**src/rtl/program_loader.sv**
```systemverilog
// program_loader
//   Boot-time loader for CPU memory port B. Accepts a byte stream over a valid/ready
//   handshake, assembles big-endian 16-bit words, writes them to sequential port-B
//   addresses, verifies an XOR checksum over the data bytes, then releases the CPU.
//
//   Frame: LEN_HI, LEN_LO (N), N x {DATA_HI, DATA_LO}, CHK (XOR of the 2N data bytes).
//
// Ports
//   clk          system clock
//   reset        asynchronous, active-high reset
//   start        1-cycle pulse; begins a load when idle, done or in error
//   byteIn       stream byte
//   byteValid    byteIn is valid
//   byteReady    loader accepts byteIn this cycle
//   memData      port-B write data (valid only while writeEnable=1)
//   addr         port-B write address (valid only while writeEnable=1)
//   writeEnable  1-cycle port-B write strobe
//   cpuHold      1 = hold CPU in reset
//   wordCount    words written so far in the current load
//   done         load completed with matching checksum
//   error        length above MAX_WORDS, or checksum mismatch
module program_loader #(
   parameter int unsigned WIDTH      = 16,
   parameter int unsigned ADDR_WIDTH = 16,
   parameter int unsigned START_ADDR = 0,
   parameter int unsigned MAX_WORDS  = 1024
) (
   input  logic                  clk,
   input  logic                  reset,
   input  logic                  start,
   input  logic [7:0]            byteIn,
   input  logic                  byteValid,
   output logic                  byteReady,
   output logic [WIDTH-1:0]      memData,
   output logic [ADDR_WIDTH-1:0] addr,
   output logic                  writeEnable,
   output logic                  cpuHold,
   output logic [15:0]           wordCount,
   output logic                  done,
   output logic                  error
);

   typedef enum logic [3:0] {
      StIdle,
      StLenHi,
      StLenLo,
      StDataHi,
      StDataLo,
      StWrite,
      StCheck,
      StDone,
      StErr
   } state_t;

   state_t          state;
   logic [7:0]      len_hi;
   logic [15:0]     word_len;
   logic [7:0]      data_hi;
   logic [7:0]      checksum;

   logic                  take;
   logic [15:0]           len_next;
   logic [15:0]           count_inc;
   logic [ADDR_WIDTH-1:0] next_addr;

   always_comb begin
      take      = byteValid & byteReady;
      len_next  = {len_hi, byteIn};
      count_inc = wordCount + 16'd1;
      // Address arithmetic wraps silently at 2^ADDR_WIDTH.
      next_addr = ADDR_WIDTH'(START_ADDR) + ADDR_WIDTH'(wordCount);
   end

   always_ff @(posedge clk or posedge reset) begin
      if (reset) begin
         state       <= StIdle;
         byteReady   <= 1'b0;
         writeEnable <= 1'b0;
         memData     <= '0;
         addr        <= '0;
         wordCount   <= '0;
         done        <= 1'b0;
         error       <= 1'b0;
         cpuHold     <= 1'b1;
         len_hi      <= '0;
         word_len    <= '0;
         data_hi     <= '0;
         checksum    <= '0;
      end else begin
         writeEnable <= 1'b0;
         unique case (state)
            // Start is only honoured from the three resting states.
            StIdle, StDone, StErr: begin
               if (start) begin
                  state     <= StLenHi;
                  byteReady <= 1'b1;
                  wordCount <= '0;
                  checksum  <= '0;
                  done      <= 1'b0;
                  error     <= 1'b0;
                  cpuHold   <= 1'b1;
               end
            end
            StLenHi: begin
               if (take) begin
                  len_hi <= byteIn;
                  state  <= StLenLo;
               end
            end
            StLenLo: begin
               if (take) begin
                  word_len <= len_next;
                  if (32'(len_next) > MAX_WORDS) begin
                     state     <= StErr;
                     byteReady <= 1'b0;
                     error     <= 1'b1;
                  end else if (len_next == 16'd0) begin
                     state <= StCheck;
                  end else begin
                     state <= StDataHi;
                  end
               end
            end
            StDataHi: begin
               if (take) begin
                  data_hi  <= byteIn;
                  checksum <= checksum ^ byteIn;
                  state    <= StDataLo;
               end
            end
            StDataLo: begin
               if (take) begin
                  // Strobe is registered here so it appears the cycle after the handshake.
                  memData     <= WIDTH'({data_hi, byteIn});
                  addr        <= next_addr;
                  writeEnable <= 1'b1;
                  checksum    <= checksum ^ byteIn;
                  byteReady   <= 1'b0;
                  state       <= StWrite;
               end
            end
            StWrite: begin
               wordCount <= count_inc;
               byteReady <= 1'b1;
               state     <= (count_inc == word_len) ? StCheck : StDataHi;
            end
            StCheck: begin
               if (take) begin
                  byteReady <= 1'b0;
                  if (byteIn == checksum) begin
                     state   <= StDone;
                     done    <= 1'b1;
                     cpuHold <= 1'b0;
                  end else begin
                     state <= StErr;
                     error <= 1'b1;
                  end
               end
            end
            default: begin
               state     <= StIdle;
               byteReady <= 1'b0;
               cpuHold   <= 1'b1;
            end
         endcase
      end
   end

endmodule
```
**config.mk**
```make
export PLATFORM = sky130hd
export DESIGN_NAME = program_loader
export DESIGN_NICKNAME = d
export VERILOG_FILES = /design/src/rtl/program_loader.sv
export SDC_FILE = /design/constraint.sdc
export NUM_CORES = 1
export LEC_CHECK = 0
export ABC_AREA = 1
export ABC_CLOCK_PERIOD_IN_PS = 5790
export CORE_ASPECT_RATIO = 0.8
export CORE_MARGIN = 2
export CORE_UTILIZATION = 35
export CTS_CLUSTER_DIAMETER = 200
export DETAILED_ROUTE_END_ITERATION = 6
export HOLD_SLACK_MARGIN = 0.1
export PLACE_DENSITY = 0.66
export SLEW_MARGIN = 10
export SYNTH_ARGS = -nofsm -noshare
export SYNTH_HDL_FRONTEND = slang
export SYNTH_SLANG_ARGS = --single-unit
```
**constraint.sdc**
```tcl
create_clock -name clk -period 5.79 [get_ports clk]
set_input_delay 0.8685 -clock clk [delete_from_list [all_inputs] [get_ports clk]]
set_output_delay 0.8685 -clock clk [all_outputs]
set_load 0.03 [all_outputs]
```
Yosys cells after proc, flatten, opt, wreduce, memory -nomap -nowiden

Index checks and enable logic that the tools add are counted.

Equality and inequality tests: 21
Div/mod/pow operators: 0
Add/subtract/negate cells: 1
Magnitude comparators: 1
Bitwise logic cells: 4
Reductions and logical operators: 22
Muxes and demuxes: 35
Shifts and indexed selects: 0
Multipliers: 0

Operator list:

| cell                                                             | number |
|---|---|
| two-way mux 4 bit                                                | 8 |
| one-hot mux 16 bit (2 select lines)                              | 1 |
| one-hot mux 4 bit (7 select lines)                               | 1 |
| != test 2 bit (second input constant)                            | 9 |
| adder 16 x 1 -> 16 bit (second input constant)                   | 1 |
| equality test 16 bit                                             | 1 |
| equality test 4 x 3 -> 1 bit (second input constant)             | 4 |
| greater-than comparator 16 x 11 -> 1 bit (second input constant) | 1 |
| logical NOT 16 bit                                               | 1 |
| two-way mux 16 bit                                               | 1 |
| two-way mux 8 bit                                                | 2 |
| one-hot mux 8 bit (2 select lines)                               | 1 |
| two-way mux 1 bit                                                | 15 |
| AND reduction 6 bit                                              | 2 |
| AND reduction 2 bit                                              | 5 |
| equality test 4 x 2 -> 1 bit (second input constant)             | 2 |
| equality test 8 bit                                              | 1 |
| AND reduction 4 bit                                              | 2 |
| bitwise XOR 8 bit                                                | 1 |
| two-way mux 3 bit                                                | 2 |
| one-hot mux 1 bit (3 select lines)                               | 2 |
| nonzero test 2 bit                                               | 3 |
| OR reduction 2 bit                                               | 3 |
| one-hot mux 1 bit (5 select lines)                               | 1 |
| 12 further kinds                                                 | 14 |

Output and inout bits: 53
Latch bits: 0
ROM bits: 0
Memories: 0
Flip-flop bits (word level): 97
Input bits: 12
RAM bits: 0

Logic depth before layout (Yosys ltp)

Gate-level depths: netlist of run 1.

Depth in word-level cells: 5
Depth in mapped cells: 16
Mapped depth without buffers: 16

Worst setup path before layout of run 1

No wires, ideal clock.

Path type: input to register
From: in byteValid
To: reg checksum[0]
Buffers on the path: 1
Slack: 3.757 ns
Required time: 5.654 ns
Arrival time: 1.897 ns
Cell stages on the path: 6
Cells stage by stage: nand2_1 > inv_1 > clkbuf_1 > nor2_1 > a21oi_1 > o21ai_0

Longest elaborated chain between the ends: 3

Ends and longest elaborated chain:

| item                             | line | RTL |
|---|---|---|
| start: declaration               | 32   | `input logic byteValid,` |
| bitwise AND 1 bit                | 67   | `take = byteValid & byteReady;` |
| != test 2 x 1 -> 1 bit (no line) | --   |  |
| AND reduction 3 bit (no line)    | --   |  |
| end signal: assignment           | 127  | `checksum <= checksum ^ byteIn;` |
| end signal: assignment           | 137  | `checksum <= checksum ^ byteIn;` |
| end: declaration                 | 59   | `logic [7:0] checksum;` |

No other way between the ends.
A chain may end at the register's enable or synchronous reset.

Final worst setup path of run 1

From: in byteValid
To: reg word_len[11]

Longest elaborated chain between the ends: 2

Ends and longest elaborated chain:

| item                          | line | RTL |
|---|---|---|
| bitwise AND 1 bit             | 67   |  |
| AND reduction 2 bit (no line) | --   |  |
| end signal: assignment        | 112  | `word_len <= len_next;` |
| end: declaration              | 57   | `logic [15:0] word_len;` |

No other way between the ends.

==> results.py, run 1 <==
metrics = {
    "sta": {
        "tightest_slew_ns": 0.983,
        "setup_violations": 0,
        "relSlewSlack_pct": 34.4,
        "rsz0062_at_grt": "no",
        "fmax_mhz": 387,
        "hold_viol_final": 0,
        "skew_ns": 0.0120,
        "finalCritPeriodShare_pct": 44.6,
        "fin_crit_ns": 2.58,
        "final_max_slew_viol_count": 0,
        "tns_ns": 0,
    },
    "cts": {
        "clockBufferDepth": 2,
        "cts_tree": "done",
        "htreeDepth": 3,
        "cts_resized": 0,
        "clkSinkCount": 97,
        "ctsHoldBuffers": 0,
        "cts_made_buffers": 9,
        "worstSkewPairLatency_ns": 0.36,
        "clockRootBuffer": "clkbuf_16",
        "clkTransAtPathRegs_ns": 0.07,
        "cts_setup_buffers": 0,
    },
    "floorplanning": {
        "dieArea_um2": 14700,
        "coreArea_um2": 13500,
        "io_pins": 65,
        "initial_core_util_pct": 35.7,
        "die_height_um": 109,
        "rows": 38,
        "die_w_um": 135,
    },
    "final_layout": {
        "syn_to_final_growth_pct": 23.7,
        "fillers": 1333,
        "fin_util_pct": 44.1,
        "drive_gt1_share_pct": 6.36,
        "multi_input_area_um2": 2030,
        "nets": 684,
        "regArea_um2": 2430,
        "antenna_cells": 0,
        "final_cell_area_um2": 5930,
    },
    "grt": {
        "overflow": 0,
        "grt_pass1_vias": 4129,
        "grt_start_max_net_pins": 58,
        "grt_usage_pct": 17.5,
        "grt_pass1_wl_mm": 20.2,
        "antenna_found_initial": 0,
    },
    "power": {
        "finalPower_mw": 1.34,
        "pwr-share-comb_pct": 2.4,
        "internal-power_mw": 1.03,
        "net-switching-power_mw": 0.308,
        "power_density_nw_per_um2": 226,
        "swShare_pct": 22.9,
        "ir_worst_vdd_mv": 0.163,
        "sequentialPowerShare_pct": 50.5,
        "leakage_nw": 3.01,
        "p_clk_share_pct": 47.2,
    },
    "place": {
        "dp_hpwl_mm": 8.75,
        "dpl-instance-area_um2": 5620,
        "gp_congestion": 0.905,
        "portBuffers": 64,
    },
    "worst_setup_path": {
        "arrival_ns": 2.79,
        "worstRegToRegCells": 14,
        "startpoint_type": "input port",
        "critPathKind": "input port to flip-flop",
        "cp-end-kind": "flip-flop",
        "crit_fanout": 31,
        "required_ns": 6.00,
    },
    "drt": {
        "vias": 4215,
        "drtAntennaViolNets": 0,
        "drtIter0Drc": 323,
        "wl_per_cell_um": 13.9,
        "wl_mm": 11.9,
        "via_per_inst": 4.92,
        "dr.pass1.iters": 5,
        "drc": 0,
    },
    "yosys": {
        "synth-seq-area-share_pct": 50.6,
        "syn-cell-area_um2": 4800,
        "ys_warn_count": 0,
        "netlist_instances": 608,
        "yosys.area.top_type": "dfrtp_1",
        "syn_avg_cell_area_um2": 7.89,
        "synth.area.top_cells": "dfrtp_1 50%, nand2_1 14%, o21ai_0 7.1%",
        "yosysTopAreaCellShare_pct": 50.1,
        "synth_seq_cells": 97,
        "syn-num-nets": 621,
        "ys_types": 33,
        "synth_flop_cell": "dfrtp_1",
        "yosys.cell_count.top_type": "nand2_1",
        "synthTopCellsByCount": "184 x nand2_1, 96 x dfrtp_1, 70 x inv_1, 68 x o21ai_0, 54 x nand3_1",
        "async_flop_share_pct": 100,
        "synth_edf_count": 0,
    },
    "worst_hold_path": {
        "min_path_type": "flip-flop to flip-flop",
        "whs_path_depth": 2,
    },
    "job": {
        "drv_cap": 0,
    },
    "run_status": {
        "status": "finished, final reports clean",
    },
}
[flip-flops by register name, indices dropped and copies added (netlist names)]
signal	flops
memData	16
state	4
len_hi	8
checksum	8
cpuHold	1
error	1
data_hi	8
writeEnable	1
done	1
word_len	16
byteReady	1
wordCount	16
addr	16
[path summary, 6_finish.rpt]
path                         startpoint       endpoint  slack [ns]
min                         memData[14]    memData[14]        0.47
min in group asynchronous         reset  wordCount[15]        1.05
max                           byteValid   word_len[11]        3.21
max in group asynchronous         reset        cpuHold        3.69
min reg2reg                 memData[14]    memData[14]        0.47
max reg2reg                wordCount[0]       state[0]        3.51
[power groups by stage]
stage / clock network (mW) / logic [mW] / registers, mW
4_1_cts: 0.650 / 0.0330 / 0.677
3_3_place_gp: 0 / 0.0325 / 0.690
2_1_floorplan: 0 / 0.0154 / 0.690
3_5_place_dp: 0 / 0.0329 / 0.690
6_report: 0.633 / 0.0316 / 0.677
5_1_grt: 0.679 / 0.0365 / 0.677
[stage by stage]
step	worst slack [ns]	hold slack (ns)	std cells
floorplan	2.39	0.449	608
global placement	2.98	0.458	840
detailed placement	2.86	0.458	840
CTS	3.23	0.477	856
global route	2.95	0.506	856
finish	3.21	0.474	856
[area by class of cell]
class                           count  area share [%]
Clock buffer                        9            3.80
Clock inverter                      7            1.58
Inverter                           75            4.76
Multi-Input combinational cell    423            34.2
Sequential cell                    97            40.9
Tap cell                          180            3.80
Timing Repair Buffer               65            10.9
[worst max-delay path, cell delays in order]
cell             delay, ns
clkdlybuf4s50_1       0.46
nand2_1               0.14
inv_1                 0.38
nand2_1               0.61
nor2_1                0.27
a21oi_1               0.06
[placed cells by master, fill, tap and decap left out, drive strengths merged, types with 2 or more instances in the layout]
cell type and instances:
a21oi 8, clkbuf 9, clkdlybuf4s50 64, clkinv 4
dfrtp 96, inv 76, nand2 188, nand3 55
nand3b 4, nand4 10, nor2 46, nor3 4
nor4 2, o21ai 79, o22ai 9, xor2 10
[per-layer routing]
metal  vias up  routed length (µm)  GRT usage, %
met5         -                   0             0
met4         0                 186          4.66
met3        21                 767          4.23
met2       133                5240          27.5
met1      1973                5700          24.3
li1       2088                   -             -
[kinds of logic (layout without fill, tap and decap cells)]
family	count (synthesis)	count (layout)	synth area share, %
buffers and inverters	88	156	7.04
AO/OA/AOI/OAI	100	100	11.1
AND/OR/NAND/NOR	310	310	28.5
flip-flops	97	97	50.6
adder cells (fa/ha/maj)	1	1	0.261
XOR/XNOR	12	12	2.56
Power figures use the tool's default switching activity.
==> run 2: changes to the inputs <==
--- a/config.mk
+++ b/config.mk
@@ -6,14 +6,14 @@
 export NUM_CORES = 1
 export LEC_CHECK = 0
 export ABC_AREA = 1
-export ABC_CLOCK_PERIOD_IN_PS = 5790
+export ABC_CLOCK_PERIOD_IN_PS = 2300
 export CORE_ASPECT_RATIO = 0.8
 export CORE_MARGIN = 2
 export CORE_UTILIZATION = 35
 export CTS_CLUSTER_DIAMETER = 200
 export DETAILED_ROUTE_END_ITERATION = 6
 export HOLD_SLACK_MARGIN = 0.1
-export PLACE_DENSITY = 0.66
+export PLACE_DENSITY = 0.68
 export SLEW_MARGIN = 10
 export SYNTH_ARGS = -nofsm -noshare
 export SYNTH_HDL_FRONTEND = slang
==> constraint.sdc (replaced) <==
create_clock -name clk -period 2.3 [get_ports clk]
set_input_delay 0.345 -clock clk [delete_from_list [all_inputs] [get_ports clk]]
set_output_delay 0.345 -clock clk [all_outputs]
set_load 0.03 [all_outputs]
==> run 2 against run 1 <==
  * Combinational power rose to 3.2 times the previous value
  * Sequential power rose to 2.5 times the previous value
  * First-iteration DRC count rose by 7.7%
  * Routed wire length rose by 4.0%
  * Critical endpoint is now state[0]
  * Sequential cell count did not move
  * Clock power rose by 140%
==> results.py, run 2 (synthesis results as in run 1) <==
metrics = {
    "floorplanning": {
        "rows": 38,
        "dieArea_um2": 14700,
        "io_pins": 65,
        "initial_core_util_pct": 35.7,
        "die_height_um": 109,
        "die_w_um": 135,
        "coreArea_um2": 13500,
    },
    "power": {
        "leakage_nw": 3.11,
        "pwr-share-comb_pct": 3.0,
        "internal-power_mw": 2.60,
        "power_density_nw_per_um2": 547,
        "sequentialPowerShare_pct": 50.7,
        "net-switching-power_mw": 0.755,
        "p_clk_share_pct": 46.3,
        "ir_worst_vdd_mv": 0.360,
        "swShare_pct": 22.5,
    },
    "worst_setup_path": {
        "cpMostUsedCell": "nand2_1",
        "startpoint": "wordCount[1]",
        "r2r_slack_ns": 0.32,
        "worstRegToRegCells": 16,
        "r2r-end": "state[0]",
        "cp-end-kind": "flip-flop",
        "required_ns": 2.54,
        "startpoint_type": "flip-flop",
        "critPathKind": "flip-flop to flip-flop",
        "critPathMaxStageDelay_ns": 0.41,
        "crit_fanout": 6,
        "arrival_ns": 2.22,
        "r2r_start": "wordCount[1]",
        "crit_chain": "ha_2 -> nand2_2 -> nor2_4 -> nand2_2 -> nor2_2 -> nand2_1 -> nand2_1 -> nand2_1 -> nand2_1 -> nand2_1 -> nor2_2 -> nand3_1 -> nand2_1 -> nand2_1 -> nand2_1 -> nand2_1",
        "slowest_stage": "dfrtp_1",
    },
    "final_layout": {
        "mostFrequentLayoutCells": "184 x nand2_1, 96 x dfrtp_1, 69 x inv_1",
        "nets": 705,
        "antenna_cells": 0,
        "syn_to_final_growth_pct": 28.0,
        "layoutNonFillerInstCount": 877,
        "drive_gt1_share_pct": 9.47,
        "final_common_cell": "nand2_1",
    },
    "cts": {
        "clockBufferDepth": 2,
        "clkSinkCount": 97,
        "clockRootBuffer": "clkbuf_16",
        "cts_made_buffers": 9,
        "worstSkewPairLatency_ns": 0.35,
        "cts_tree": "done",
        "htreeDepth": 3,
        "clkTransAtPathRegs_ns": 0.07,
    },
    "sta": {
        "setup_violations": 0,
        "relSlewSlack_pct": 62.3,
        "final_max_slew_viol_count": 0,
        "fin_crit_ns": 1.98,
        "rsz0062_at_grt": "no",
        "tightest_slew_ns": 0.566,
        "layout_setup_ws_ns": 0.319,
        "tns_ns": 0,
        "finalCritPeriodShare_pct": 86.1,
        "skew_ns": 0.00871,
        "hold_viol_final": 0,
        "fin_hold_ws_ns": 0.405,
        "fmax_mhz": 505,
    },
    "grt": {
        "use_met1_pct": 26.3,
        "grt_usage_pct": 18.0,
        "grtUsageMet2_pct": 27.4,
        "overflow": 0,
        "grt_pass1_wl_mm": 20.6,
        "grt_pass1_vias": 4095,
        "grt_start_max_net_pins": 38,
        "gr-max-usage-layer": "met2",
        "met3_usage_pct": 3.53,
        "antenna_found_initial": 0,
    },
    "place": {
        "gp_congestion": 0.895,
        "place_ws_ns": 0.104,
        "dp.cells": 860,
        "dp_hpwl_mm": 9.26,
        "portBuffers": 64,
    },
    "drt": {
        "wl_per_cell_um": 14.1,
        "drc": 0,
        "vias": 4212,
        "drtIter0Drc": 348,
        "dr.pass1.iters": 5,
        "via_per_inst": 4.80,
        "drtAntennaViolNets": 0,
        "wl_mm": 12.4,
    },
    "job": {
        "drv_cap": 0,
    },
    "run_status": {
        "status": "finished, final reports clean",
    },
    "worst_hold_path": {
        "min_path_type": "input port to asynchronous set/reset pin",
    },
}
[run 2: cell types whose count changed in the layout (fill, tap and decap cells not counted), moves of 2 or more]
cell        delta
buf_4         +17
buf_12         +4
nor2_1         -2
inv_6          -2
clkinvlp_4     +2
nor2_2         +2
[run 2: worst max path at each step]
stage | end | depth (start not counted)
floorplan | state[0] | 16
finish | state[0] | 16
global placement | state[0] | 12
detailed placement | state[0] | 12
CTS | state[0] | 14
global route | state[0] | 16
[run 2: timing repair]
action,CTS,global route
endpoints found under the setup margin,0,1
endpoints found under the hold margin,0,0
buffers inserted,0,1
hold buffers,0,0
gates resized for setup,0,3
[run 2: layer usage]
metal	vias to the layer above	routed length [µm]
met4	0	44
met1	1975	6360
met2	95	5420
met3	4	542
li1	2138	-
met5	-	0
[run 2: power by group through the flow]
stage                     logic [mW]  clock network (mW)  registers (mW)
final                          0.100                1.55            1.70
after global routing           0.113                1.65            1.70
after CTS                      0.104                1.60            1.70
after detailed placement       0.104                   0            1.74
after global placement         0.102                   0            1.74
after floorplan               0.0393                   0            1.74
[run 2: cell type report]
type                            instances  area [µm²]
Clock inverter                          6        76.3
Timing Repair Buffer                   86         856
Tap cell                              180         225
Clock buffer                           10         229
Multi-Input combinational cell        423        2040
Fill cell                            1321        7320
Sequential cell                        97        2430
Inverter                               75         285
[run 2: per-stage QoR]
| stage | area, µm² | utilization [%] | power (mW) |
|---|---|---|---|
| floorplan | 4800 | - | 1.78 |
| global placement | 5820 | 43.2 | 1.84 |
| detailed placement | 5820 | 43.2 | 1.84 |
| CTS | 6120 | 45.5 | 3.40 |
| global route | 6140 | 45.6 | 3.47 |
| finish | 6140 | 45.6 | 3.36 |
[run 2: critical path: cells and delay by family, from the launching register on]
family | cells | cell delay, ns
simple gates | 15 | 1.24
flops | 1 | 0.41
fa+ha+maj | 1 | 0.22
